`config.mk`:
```
export PLATFORM = sky130hd
export DESIGN_NAME = if_fetch_stage
export DESIGN_NICKNAME = d
export VERILOG_FILES = /design/src/rtl/if_fetch_stage.sv
export SDC_FILE = /design/constraint.sdc
export NUM_CORES = 1
export LEC_CHECK = 0
export ABC_AREA = 1
export BUFFER_PORTS_ARGS = -buffer_cell sky130_fd_sc_hd__buf_2
export CAP_MARGIN = 20
export CORE_ASPECT_RATIO = 1.5
export CORE_MARGIN = 2
export CORE_UTILIZATION = 55
export DETAILED_ROUTE_END_ITERATION = 6
export PLACE_DENSITY = 0.82
export SLEW_MARGIN = 20
export SYNTH_ARGS = -nofsm -noshare
export SYNTH_HDL_FRONTEND = slang
export SYNTH_SLANG_ARGS = --single-unit
```
`constraint.sdc`:
```
create_clock -name clk -period 2.7 [get_ports clk]
set_clock_uncertainty 0.1 [all_clocks]
set_input_delay 0.54 -clock clk [delete_from_list [all_inputs] [get_ports clk]]
set_output_delay 0.54 -clock clk [all_outputs]
set_load 0.02 [all_outputs]
```
`src/rtl/if_fetch_stage.sv`:
```
// Instruction-fetch stage: PC register, JAL/branch prediction and the IF/ID register.
// Define IF_BHT_EN for dynamic 2-bit BHT prediction; otherwise branches use backward-taken.
module if_fetch_stage #(
    parameter logic [31:0] RESET_PC    = 32'h0000_0000,
    parameter int          BHT_ENTRIES = 16,
    parameter logic [31:0] NOP_INSTR   = 32'h0000_0013
) (
    input  logic        clk,
    input  logic        rst_n,
    input  logic        stall,
    input  logic        EX_flush,
    input  logic [31:0] EX_redirect_pc,
    input  logic        EX_branch_valid,
    input  logic [31:0] EX_branch_pc,
    input  logic        EX_branch_taken,
    output logic [31:0] imem_addr,
    input  logic [31:0] imem_rdata,
    output logic [31:0] IF_ID_instruction,
    output logic [31:0] IF_ID_pc,
    output logic        IF_ID_take,
    output logic        IF_ID_valid
);
    localparam int         IDX_W     = $clog2(BHT_ENTRIES);
    localparam logic [6:0] OP_JAL    = 7'b1101111;
    localparam logic [6:0] OP_BRANCH = 7'b1100011;

    logic [31:0] pc_q, pc_d;
    logic [31:0] if_id_instr_q, if_id_instr_d;
    logic [31:0] if_id_pc_q, if_id_pc_d;
    logic        if_id_take_q, if_id_take_d;
    logic        if_id_valid_q, if_id_valid_d;

    logic [6:0]  op;
    logic [31:0] j_imm, b_imm, next_pc;
    logic        take, branch_pred;

`ifdef IF_BHT_EN
    logic [1:0]       bht_q [BHT_ENTRIES];
    logic [1:0]       bht_d [BHT_ENTRIES];
    logic [IDX_W-1:0] rd_idx, wr_idx;
    logic             unused_bpc_bits;

    assign rd_idx          = pc_q[IDX_W+1:2];
    assign wr_idx          = EX_branch_pc[IDX_W+1:2];
    assign branch_pred     = bht_q[rd_idx][1];
    assign unused_bpc_bits = ^{EX_branch_pc[31:IDX_W+2], EX_branch_pc[1:0]};

    // Prediction reads bht_q, so a same-cycle update to the same entry is not seen yet.
    always_comb begin
        bht_d = bht_q;
        if (EX_branch_valid) begin
            if (EX_branch_taken) begin
                if (bht_q[wr_idx] != 2'b11) bht_d[wr_idx] = bht_q[wr_idx] + 2'd1;
            end else begin
                if (bht_q[wr_idx] != 2'b00) bht_d[wr_idx] = bht_q[wr_idx] - 2'd1;
            end
        end
    end

    always_ff @(posedge clk) begin
        if (!rst_n) begin
            for (int i = 0; i < BHT_ENTRIES; i++) bht_q[i] <= 2'b01;
        end else begin
            bht_q <= bht_d;
        end
    end
`else
    logic unused_ex_branch;

    assign branch_pred      = imem_rdata[31];
    assign unused_ex_branch = ^{EX_branch_valid, EX_branch_pc, EX_branch_taken};
`endif

    always_comb begin
        op      = imem_rdata[6:0];
        j_imm   = {{11{imem_rdata[31]}}, imem_rdata[31], imem_rdata[19:12],
                   imem_rdata[20], imem_rdata[30:21], 1'b0};
        b_imm   = {{19{imem_rdata[31]}}, imem_rdata[31], imem_rdata[7],
                   imem_rdata[30:25], imem_rdata[11:8], 1'b0};
        take    = 1'b0;
        next_pc = pc_q + 32'd4;
        if (op == OP_JAL) begin
            take    = 1'b1;
            next_pc = pc_q + j_imm;
        end else if (op == OP_BRANCH) begin
            take = branch_pred;
            if (branch_pred) next_pc = pc_q + b_imm;
        end
    end

    always_comb begin
        pc_d          = pc_q;
        if_id_instr_d = if_id_instr_q;
        if_id_pc_d    = if_id_pc_q;
        if_id_take_d  = if_id_take_q;
        if_id_valid_d = if_id_valid_q;
        if (EX_flush) begin
            pc_d          = EX_redirect_pc;
            if_id_instr_d = NOP_INSTR;
            if_id_pc_d    = 32'd0;
            if_id_take_d  = 1'b0;
            if_id_valid_d = 1'b0;
        end else if (!stall) begin
            pc_d          = next_pc;
            if_id_instr_d = imem_rdata;
            if_id_pc_d    = pc_q;
            if_id_take_d  = take;
            if_id_valid_d = 1'b1;
        end
    end

    always_ff @(posedge clk) begin
        if (!rst_n) begin
            pc_q          <= RESET_PC;
            if_id_instr_q <= NOP_INSTR;
            if_id_pc_q    <= 32'd0;
            if_id_take_q  <= 1'b0;
            if_id_valid_q <= 1'b0;
        end else begin
            pc_q          <= pc_d;
            if_id_instr_q <= if_id_instr_d;
            if_id_pc_q    <= if_id_pc_d;
            if_id_take_q  <= if_id_take_d;
            if_id_valid_q <= if_id_valid_d;
        end
    end

    assign imem_addr         = pc_q;
    assign IF_ID_instruction = if_id_instr_q;
    assign IF_ID_pc          = if_id_pc_q;
    assign IF_ID_take        = if_id_take_q;
    assign IF_ID_valid       = if_id_valid_q;

endmodule

```
==> results_dict.tcl <==
set metrics [dict create \
    area_delta_synth_final_pct 30.2 \
    drive_gt1_frac 0.244 \
    routabilityCongestion 1.08 \
    synth_seq_cells 98 \
    worstPathMaxFanout 17 \
    cts_buffers 9 \
    dieArea_sq_um 16200 \
    critPathKind "input pin to register" \
    critPathRequiredTime_ns 2.88 \
    hold_slack_ns 0.314 \
    rsz0062_at_grt "true" \
    synth_common_cells "393 x nand2_1, 178 x a21oi_1, 145 x inv_1, 134 x nand3_1, 111 x o21ai_0" \
    yosys_warnings 0 \
    synthFlopType "dfxtp_1" \
    tightest_slew_ns 0.731 \
    slew_headroom 0.512 \
    postCtsSetupBuffers 0 \
    grt_pass1_wl_mm 56.1 \
    fin_util 0.726 \
    yosysTopAreaCell "dfxtp_1" \
    drc_errors 6 \
    firstDrtPassIters 7 \
    yosysTopAreaCellShare 0.234 \
    netSwitchingFraction 0.383 \
    grt_max_degree 48 \
    clockBufferDepth 2 \
    antenna_left 0 \
    seqPwrFrac 0.345 \
    intPower_mw 2.83 \
    cts_tree "yes" \
    status "complete, but fails checks" \
    rows 55 \
    drt_iter0_drc 1018 \
    gr-total-overflow 0 \
    cts.clk_slew.worst_paths_ns 0.08 \
    timing.fmax_mhz 384 \
    final_nets 1862 \
    syn_nets 1560 \
    wl_per_cell_um 19.4 \
    die_h_um 155 \
    wl_mm 37.2 \
    slew_violations 0 \
    setup_viol 0 \
    clock-sinks 98 \
    critPathCaptureType "register" \
    power_frac_comb 0.366 \
    avgSynthCellArea_sq_um 5.93 \
    grt_pass1_vias 10600 \
    ioPinCount 200 \
    clockPowerShare 0.289 \
    fin_tns_setup_ns 0 \
    async_reset_ff_frac 0 \
    p_per_area_nw_per_um2 421 \
    htree_levels 3 \
    ir_worst_vdd_v 0.000368 \
    grtUsageTotal 0.448 \
    startpoint_type "input pin" \
    drv_cap 0 \
    finalCritPeriodShare 0.964 \
    vias_per_cell 5.80 \
    synth_cell_type_count 45 \
    synth_area_leaders "dfxtp_1 23%, nand2_1 18%, a21oi_1 11%, nand3_1 8.0%, o21ai_0 6.6%" \
    synthCells 1412 \
    synth-edff-count 0 \
    final_hold_viol_count 0 \
    hpwl_mm 29.6 \
    die_w_um 105 \
    power_switching_mw 1.76 \
    start_util 0.558 \
    clk_latency_ns 0.36 \
    place.port_buffers 165 \
    yosysMostFrequentCell "nand2_1" \
    core_sq_um 15000 \
    finalCriticalPeriod_ns 2.60 \
    ys_seq_area_frac 0.234 \
    syn_area_sq_um 8370 \
    cts-root-buf "clkbuf_16" \
    antenna_found_initial 1 \
    failed_checks "DRC" \
    hp-class "input pin to register" \
    cp.arrival_ns 2.79 \
    vias 11100 \
    p_leak_nw 5.46 \
]
==> final timing paths <==
| kind | from | end | slack [ns] | cells after the start |
|---|---|---|---|---|
| worst max-delay path | imem_rdata[31] | imem_addr[24] | 0.1 | 14 |
| worst min-delay path | EX_redirect_pc[1] | imem_addr[1] | 0.31 | 3 |
| worst max register to register | imem_addr[14] | imem_addr[28] | 0.13 | 13 |
| worst min register to register | IF_ID_instruction[18] | IF_ID_instruction[18] | 0.36 | 2 |
==> power by group through the flow <==
stage	registers, mW	clock network, mW	logic (mW)
2_1_floorplan	1.69	0	0.791
6_report	1.58	1.33	1.68
4_1_cts	1.58	1.32	1.62
3_5_place_dp	1.61	0	1.61
3_3_place_gp	1.61	0	1.58
5_1_grt	1.58	1.36	1.82
==> flip-flops by register name, indices dropped and copies added, names as in the netlist <==
name / cells
IF_ID_pc: 32
IF_ID_instruction: 32
IF_ID_take: 1
IF_ID_valid: 1
imem_addr: 32
==> timing repair <==
item	CTS	global route
gates resized for setup	2	19
pin swaps	0	2
endpoints found under the setup margin	9	16
hold buffers	0	0
==> worst max-delay path, cell delays in order <==
cell and delay, ns:
clkbuf_4 0.25, ha_1 0.45, nand2_1 0.16, nor2_1 0.23
inv_1 0.13, nor2_1 0.17, o21ai_0 0.14, nand3_1 0.10
nand2_1 0.05, nand3_1 0.20, nand2_1 0.08, nand2_1 0.06
nand2_1 0.06, a21oi_1 0.15
==> stage by stage <==
step,power [mW],instance area [sq um],instances,setup WS [ns]
floorplan,2.49,8370,1412,0.313
global placement,3.19,10500,1902,-0.222
detailed placement,3.22,10500,1902,-0.252
CTS,4.52,10800,1918,0.00131
global route,4.76,10900,1919,-0.00301
finish,4.59,10900,1919,0.0972
==> final cells by class <==
| cell class | count | area (sq um) |
|---|---|---|
| Fill cell | 1334 | 4100 |
| Timing Repair Buffer | 337 | 2130 |
| Clock inverter | 6 | 55.1 |
| Sequential cell | 98 | 1970 |
| Clock buffer | 10 | 239 |
| Antenna cell | 1 | 2.50 |
| Multi-Input combinational cell | 1113 | 5670 |
| Inverter | 155 | 582 |
| Tap cell | 199 | 249 |
==> kinds of logic after synthesis <==
family | after synthesis | share of synthesized area
adder cells (fa/ha/maj) | 46 | 0.0706
flip-flops | 98 | 0.234
AND/OR/NAND/NOR | 726 | 0.382
XOR/XNOR | 12 | 0.0126
AO/OA/AOI/OAI | 329 | 0.207
buffers and inverters | 201 | 0.0940
==> metal layers <==
layer  share of wire  track usage  vias up
met3           0.073       0.0612      192
met5               0            0        -
met1            0.35        0.486     4940
li1                -            -     5303
met2            0.48        0.759      693
met4            0.10        0.397        0
==> placed cells by master, fill, tap and decap left out, types with 3 or more instances in the layout <==
cell / count
nand3_2: 6
clkinv_1: 4
a21oi_1: 177
o21ai_1: 11
a211oi_1: 4
or2_2: 7
inv_1: 144
nor2_1: 106
nand2_2: 14
nand3_1: 132
nor2_4: 8
dfxtp_1: 97
inv_2: 7
xnor2_1: 3
xor2_1: 8
a31oi_1: 3
nor2_2: 9
buf_4: 171
nor4_1: 5
nand3b_1: 3
ha_1: 43
nand4_1: 21
o21ai_0: 109
clkbuf_16: 9
nand2_1: 385
a21oi_2: 7
nor3_1: 20
o211ai_1: 11
inv_6: 3
buf_2: 164
No activity file was read; power rests on OpenSTA's default activity.
